===== src/rtl/multi_clk_div.sv =====
// Multi-channel programmable clock divider with double-buffered period/high-time.
// Latency: clkout follows en by one edge; new settings take effect at a period wrap or sync.
// No backpressure: outputs are free-running registered levels and one-cycle pulses.
module multi_clk_div #(
  parameter int CHANNELS = 4,
  parameter int WIDTH    = 32
) (
  input  logic                      clk,
  input  logic                      rst,
  input  logic [CHANNELS-1:0]       en,
  input  logic [CHANNELS-1:0]       load,
  input  logic [CHANNELS*WIDTH-1:0] period,
  input  logic [CHANNELS*WIDTH-1:0] high,
  input  logic                      sync,
  output logic [CHANNELS-1:0]       clkout,
  output logic [CHANNELS-1:0]       tick
);

  localparam logic [WIDTH-1:0] ONE = WIDTH'(1);
  localparam logic [WIDTH-1:0] TWO = WIDTH'(2);

  for (genvar g = 0; g < CHANNELS; g++) begin : g_ch
    logic [WIDTH-1:0] in_p, in_h;
    logic [WIDTH-1:0] pend_p_q, pend_p_d, pend_h_q, pend_h_d;
    logic [WIDTH-1:0] act_p_q, act_p_d, act_h_q, act_h_d;
    logic [WIDTH-1:0] cnt_q, cnt_d;
    logic             run_q, run_d;
    logic             clkout_q, clkout_d;
    logic             tick_q, tick_d;
    logic             wrap;

    assign in_p = period[g*WIDTH +: WIDTH];
    assign in_h = high[g*WIDTH +: WIDTH];

    // run_q guarantees act_p_q >= 2, so act_p_q - 1 cannot underflow here.
    assign wrap = run_q && (cnt_q == act_p_q - ONE);

    // Next-state: pending capture, boundary transfer, counter and output decode.
    always_comb begin
      pend_p_d = pend_p_q;
      pend_h_d = pend_h_q;
      act_p_d  = act_p_q;
      act_h_d  = act_h_q;
      if (load[g]) begin
        pend_p_d = in_p;
        pend_h_d = in_h;
      end
      // An idle channel takes a load immediately; a running one waits for a boundary.
      if (load[g] && !run_q) begin
        act_p_d = in_p;
        act_h_d = in_h;
      end else if (sync || wrap) begin
        act_p_d = pend_p_q;
        act_h_d = pend_h_q;
      end
      run_d    = en[g] && (act_p_d >= TWO);
      // Count only while continuing an existing period; any start, restart or wrap goes to 0.
      cnt_d    = (run_d && run_q && !sync && !wrap) ? cnt_q + ONE : '0;
      clkout_d = run_d && (cnt_d < act_h_d);
      tick_d   = wrap && !sync;
    end

    // Per-channel state registers, cleared asynchronously.
    always_ff @(posedge clk or negedge rst) begin
      if (!rst) begin
        pend_p_q <= '0;
        pend_h_q <= '0;
        act_p_q  <= '0;
        act_h_q  <= '0;
        cnt_q    <= '0;
        run_q    <= 1'b0;
        clkout_q <= 1'b0;
        tick_q   <= 1'b0;
      end else begin
        pend_p_q <= pend_p_d;
        pend_h_q <= pend_h_d;
        act_p_q  <= act_p_d;
        act_h_q  <= act_h_d;
        cnt_q    <= cnt_d;
        run_q    <= run_d;
        clkout_q <= clkout_d;
        tick_q   <= tick_d;
      end
    end

    assign clkout[g] = clkout_q;
    assign tick[g]   = tick_q;
  end

endmodule


===== config.mk =====
export PLATFORM = sky130hd
export DESIGN_NAME = multi_clk_div
export DESIGN_NICKNAME = d
export VERILOG_FILES = /design/src/rtl/multi_clk_div.sv
export SDC_FILE = /design/constraint.sdc
export NUM_CORES = 2
export LEC_CHECK = 0
export ABC_CLOCK_PERIOD_IN_PS = 6600
export CORE_ASPECT_RATIO = 1.2
export CORE_UTILIZATION = 39
export CTS_BUF_LIST = sky130_fd_sc_hd__clkbuf_4 sky130_fd_sc_hd__clkbuf_8
export DETAILED_ROUTE_END_ITERATION = 16
export PLACE_DENSITY = 0.58
export SLEW_MARGIN = 25
export SYNTH_ARGS = -nofsm -noshare
export SYNTH_HDL_FRONTEND = slang
export SYNTH_SLANG_ARGS = --single-unit

===== constraint.sdc =====
create_clock -name clk -period 6.6 [get_ports clk]
set_input_delay 1.32 -clock clk [delete_from_list [all_inputs] [get_ports clk]]
set_output_delay 1.32 -clock clk [all_outputs]
set_load 0.1 [all_outputs]

# Yosys cells after proc, flatten, opt, wreduce, memory -nomap -nowiden

Index checks and enable logic that the tools add are counted.

Logic and storage cells: 117
Bits of input ports: 267
Bits in registers: 652
Output and inout port bits: 8

Reductions and logical operators: 45
Muxes and demuxes: 20
Order comparisons: 8
Add/subtract/negate cells: 8
Equal/unequal tests: 4

Operators with widths:

| cell                                                  | count |
|---|---|
| 2-to-1 mux 32 bit                                     | 20 |
| adder 32 x 1 -> 32 bit (second input constant)        | 4 |
| == test 32 bit                                        | 4 |
| >= comparator 32 x 2 -> 1 bit (second input constant) | 4 |
| less-than comparator 32 bit                           | 4 |
| subtractor 32 x 1 -> 32 bit (second input constant)   | 4 |
| logical AND 1 bit                                     | 32 |
| logical NOT 1 bit                                     | 9 |
| logical OR 1 bit                                      | 4 |

# Depth between registers and ports, before layout

Word-level depth: 14
Mapped depth: 31
Depth with buffers taken out: 27

# Worst setup path before layout

Ideal clock, no wire load.

Path type: reg2reg
Start: reg g_ch[0].act_p_q[4]
End: reg g_ch[0].clkout_q
Arrival time: 6.818 ns
Stages on the path, launching flop included: 32
Period minus slack after synthesis: 6.891 ns
Data required time: 6.527 ns
Buffers on the path: 6
Slack: -0.291 ns
Library setup time: 0.073 ns
Cell sequence: dfrtp_1 > clkbuf_1 > or4_1 > clkbuf_1 > nor4bb_1 > clkbuf_1 > nand4b_1 > xnor2_1 > or4_1 > or4_1 > o21a_1 > clkbuf_1 > clkbuf_1 > and3_1 > a211oi_1 > nand4_1 > nor4_2 > clkbuf_1 > nor2_1 > ha_1 > a21o_1 > a21o_1 > a21o_1 > a21o_1 > a21o_1 > a21oi_1 > nor2b_1 > o21ai_0 > a21oi_1 > a2111oi_0 > o311ai_0 > nor2_1

Cells in the longest elaborated chain, start to end: 14
Elaborated cells on any way between the ends: 17
Those cells by class: 1 x add/sub; 2 x order compare; 1 x eq/ne; 5 x mux; 8 x reduce/logical

Ends and longest elaborated chain:

| element                         | RTL line | RTL |
|---|---|---|
| start, declared                 | 25       | `logic [WIDTH-1:0] act_p_q, act_p_d, act_h_q, act_h_d;` |
| start signal, assigned          | 77       | `act_p_q <= act_p_d;` |
| subtractor 32 x 1 -> 32 bit     | 36       | `assign wrap = run_q && (cnt_q == act_p_q - ONE);` |
| == test 32 bit                  | 36       |  |
| logical AND 1 bit               | 36       |  |
| logical OR 1 bit                | 52       | `end else if (sync \|\| wrap) begin` |
| 2-to-1 mux 32 bit               | 52       |  |
| 2-to-1 mux 32 bit               | 49       | `if (load[g] && !run_q) begin` |
| >= comparator 32 x 2 -> 1 bit   | 56       | `run_d = en[g] && (act_p_d >= TWO);` |
| logical AND 1 bit               | 56       |  |
| logical AND 1 bit (2 in a row)  | 58       | `cnt_d = (run_d && run_q && !sync && !wrap) ? cnt_q + ONE : '0;` |
| logical AND 1 bit (*)           | 58       |  |
| 2-to-1 mux 32 bit (*)           | 58       |  |
| via g_ch[0].cnt_d[16]           | 26       | `logic [WIDTH-1:0] cnt_q, cnt_d;` |
| less-than comparator 32 bit (*) | 59       | `clkout_d = run_d && (cnt_d < act_h_d);` |
| logical AND 1 bit (*)           | 59       |  |
| via g_ch[0].clkout_d            | 28       | `logic clkout_q, clkout_d;` |
| end signal, assigned            | 81       | `clkout_q <= clkout_d;` |
| end, declared                   | 28       |  |

Mark *: on every way through the listed nets, which the timed path passes. The rest lies on a longest branch.
A chain may end at the register's enable or synchronous reset.

# Worst setup path in the final report

Start: reg g_ch[0].act_p_q[1]
End: reg g_ch[0].clkout_q

Cells in the longest elaborated chain, start to end: 14
Elaborated cells on any way between the ends: 17
Those cells by class: 1 x add/sub; 2 x order compare; 1 x eq/ne; 5 x mux; 8 x reduce/logical

Ends and longest elaborated chain:

| element                        | RTL line |
|---|---|
| subtractor 32 x 1 -> 32 bit    | 36 |
| == test 32 bit                 | 36 |
| logical AND 1 bit              | 36 |
| logical OR 1 bit               | 52 |
| 2-to-1 mux 32 bit              | 52 |
| 2-to-1 mux 32 bit              | 49 |
| via g_ch[0].act_p_d[6]         | 25 |
| >= comparator 32 x 2 -> 1 bit  | 56 |
| logical AND 1 bit              | 56 |
| logical AND 1 bit (3 in a row) | 58 |
| 2-to-1 mux 32 bit              | 58 |
| via g_ch[0].cnt_d[17]          | 26 |
| less-than comparator 32 bit    | 59 |
| logical AND 1 bit              | 59 |
| via g_ch[0].clkout_d           | 28 |

The timed path passes the listed nets, and every way through them passes these cells.

==> impl_results.md <==
* Final Critical Period at 6830 ps
* IO Pins at about 280
* Worst Setup Start Kind: flip-flop
* FFs w/ async S/R, synth at 100%
* CTS Buf Count at 116
* Failing checks: setup timing
* PnR worst setup slack at -232 ps
* Internal power at 7.76 mW
* Reg clk slew, reported paths at about 60 ps
* Initial Util at between 30% and 40%
* GR Layer Usage met1 at 29.8%
* Worst slew margin at between 30% and 40%
* Routability Congestion at between 0.9 and 1
* Final Hold Fails at 0
* Vias in the first global route at ~32000
* Arrival @ worst endpoint at approximately 7500 ps
* Syn avg cell area at around 9.6 µm²
* TritonRoute pass-1 iters at 7
* Yosys warning total at 0
* Routed Antenna Nets at 0
* Final hold slack at between 500 and 600 ps
* Crit path max-delay cell type: or4_4
* Final nets at roughly 5000
* Ys flop type: dfrtp_1
* Post-synth EDFFs at 0
* Clock power share at 37.3%
* Worst slew pin tran at slightly above 1000 ps
* Clk_lat worst skew at roughly 770 ps
* Max Root-Sink Buffers at 3
* Post-CTS Hold Buffers at 0
* GRT Util Overall at between 20% and 30%
* Buf/Inv on CP at 4
* Power Total at between 10 and 15 mW
* Die height at approximately 340 µm
* TritonCTS clock tree: yes
* Post-Route WL at 114 mm
* First-pass GRT wire length at around 180 mm
* DR WL/cell at ~19 µm
* Core Area at ~96000 µm²
* Most used routing layer: met2
* Sw Pwr at ~3.2 mW
* Design area at ~48000 µm²
* Sequential power share at between 40% and 50%
* Ranking of synthesized cells by area: dfrtp_1 43%, mux2_2 7.3%, mux2i_1 4.5%
* Slew Limit Fails at 0
* Combinational fraction of design power at between 20% and 30%
* Setup violators final at 2
* Layout cell share with drive strength beyond 1 at around 22%
* Syn Inst Count at 3952
* Placed cell area at 44300 µm²
* Synth-to-layout area growth at 26.0%
* Cell accounting for the most synthesized area: dfrtp_1
* Worst path most repeated cell: a21o_1
* Worst stage delay on the critical path at 550 ps
* Pin count of the biggest net entering global routing at approximately 130
* Worst Clk Skew at roughly 33 ps
* CP required at 7290 ps
* Critical path class: reg -> reg
* Initial DRC Count at roughly 1600
* Die width at around 290 µm
* Num rows at between 100 and 150
* Max H-tree Level at 3
* IO Port Bufs at 274
* Sw Ratio at between 20% and 30%
* Syn Nets at approximately 4400
* DRC violation count after routing at 0
* Hold Path Class: reg -> reg
* Number of synthesized register bits at ~650
* P_leak at 21.3 nW
* Die ar. at 98300 µm²
* Via density at 5.42
* Max-cap violation count at 0
* Fmax at 146 MHz
* Overflow after GRT at 0
* Clock Sinks at between 600 and 700
* GRT met3 Usage at between 3 and 4%
* Status: complete, but fails checks
* Area share of the largest cell type after synthesis at between 40% and 50%
* Crit end category: flip-flop
* Util after Layout at between 40% and 50%
* Unrepaired setup endpoints after global routing: yes
* Netlist cell types at 89
* CP max FO at 6
* Power per cell area at approximately 230 nW/µm²
* Initial antenna violation count at 18
* Root buffer cell: clkbuf_8
* HPWL Detailed at roughly 84 mm
* Met2 Use GR at around two fifths
* Post-synthesis cell area at 37900 µm²
* Vias at around 32000
* Final Cycle Share at 104%
* Family with the most delay on the worst path: simple AND/OR/NAND/NOR gates
* Max VDD drop at a little over 200 µV
* Sequential area share after synthesis at between 40 and 50%
## path summary, 6_finish.rpt
check                                     start                   end  slack, ps  cells after the start
hold reg to reg            g_ch[3].pend_p_q[18]  g_ch[3].pend_p_q[18]        500                      1
setup / recovery             g_ch[0].act_p_q[1]      g_ch[0].clkout_q       -230                     29
setup reg to reg             g_ch[0].act_p_q[1]      g_ch[0].clkout_q       -230                     29
hold / removal             g_ch[3].pend_p_q[18]  g_ch[3].pend_p_q[18]        500                      1
min in group asynchronous                   rst      g_ch[2].cnt_q[5]        650                      1
max in group asynchronous                   rst   g_ch[0].act_h_q[17]       4530                      2
## layer usage
| metal | part of all wire, % | wire [µm] | vias up |
|---|---|---|---|
| met2 | 48 | 55000 | 754 |
| li1 | - | - | 15200 |
| met1 | 44 | 49500 | 15500 |
| met5 | 0.11 | 127 | - |
| met4 | 2.8 | 3210 | 20 |
| met3 | 5.2 | 5870 | 214 |
## synthesized netlist by cell type (48+ instances only)
master / instances
inv_1: 181
nor2_1: 405
xnor2_1: 176
xor2_1: 97
mux2i_1: 171
nor3_1: 98
nand4_1: 76
a21oi_1: 191
nand2_1: 278
o21ai_0: 108
clkbuf_1: 196
nor4_1: 99
mux2_2: 246
dfrtp_1: 652
nand3_1: 156
a21o_1: 48
ha_1: 132
## logic make-up after synthesis
logic type                 count (synthesis)  synth area share (%)
xor gates and xnor gates                 275                  6.43
and+or+nand+nor                         1419                  18.9
buffers and inverters                    435                  4.49
AOI/OAI and AO/OA                        622                  10.9
muxes                                    417                  11.8
DFF                                      652                  43.1
adders and majority gates                132                  4.36
## timing repair
action | in CTS | in global routing
setup endpoints to repair | 3 | 4
gates resized for setup | 41 | 118
buffers inserted | 8 | 10
pin swaps | 7 | 65
cloned | 0 | 2
## area by class of cell
type / count / area (µm²)
Antenna cell: 4 / 10.0
Clock buffer: 174 / 2200
Clock inverter: 32 / 315
Fill cell: 8926 / 48000
Inverter: 182 / 683
Multi-Input combinational cell: 2865 / 20600
Sequential cell: 652 / 16300
Tap cell: 1260 / 1580
Timing Repair Buffer: 681 / 5980
## power by group through the flow
stage | Combinational, mW | Sequential, mW | Clock, mW
floorplan | 1.26 | 4.62 | 0
global placement | 2.16 | 4.68 | 0
detailed placement | 2.17 | 4.69 | 0
CTS | 2.20 | 4.62 | 4.24
global route | 2.47 | 4.67 | 4.42
finish | 2.25 | 4.63 | 4.09
## cell usage in the layout, fill, tap and decap left out, types with 13 or more instances in the layout
cell type        netlist  routed
o21a_1                37      36
clkbuf_8               0     143
and3_1                43      43
nand2b_1              33      33
ha_1                 132     131
and2_1                19      19
a21o_1                48      48
clkdlybuf4s50_1        0     268
o211ai_1              13      13
a31oi_1               46      43
nor2_1               405     402
nand3_1              156     156
o21ai_1                0      14
a21oi_1              191     177
nor3_1                98      90
mux2_2               246     246
clkbuf_4               0      31
xor2_1                97      97
nor4_1                99      85
buf_4                  8     382
or4_1                 41      25
or4_4                  1      17
a211oi_1              15      13
mux2i_1              171     171
or3_1                 40      37
nand4_1               76      76
nor2b_1               22      18
o21ai_0              108      92
inv_1                181     181
o221ai_1              20      17
dfrtp_1              652     652
and4_1                24      22
nand2_1              278     272
xnor2_1              176     176
clkinv_2               0      20
## state kept, by name, indices dropped and copies added (netlist names)
name	count
g_ch.run_q	4
g_ch.pend_h_q	128
g_ch.pend_p_q	128
g_ch.tick_q	4
g_ch.clkout_q	4
g_ch.act_p_q	128
g_ch.act_h_q	128
g_ch.cnt_q	128
## metrics by stage
stage	TNS, ps	std cells	setup WS [ps]
3_3_place_gp	-1190	5620	-605
3_5_place_dp	-1410	5620	-658
6_report	-420	5850	-232
5_1_grt	-1040	5847	-472
2_1_floorplan	-466	3952	-235
4_1_cts	-549	5834	-302
## worst reg2reg max path, delay by kind of cell (launching register included)
| kind | cells | cell delay [ps] |
|---|---|---|
| simple gates | 12 | 3490 |
| buf+inv | 4 | 620 |
| compound gates | 12 | 1950 |
| fa+ha+maj | 1 | 320 |
| flops | 1 | 390 |
No activity file was read; power rests on OpenSTA's default activity.
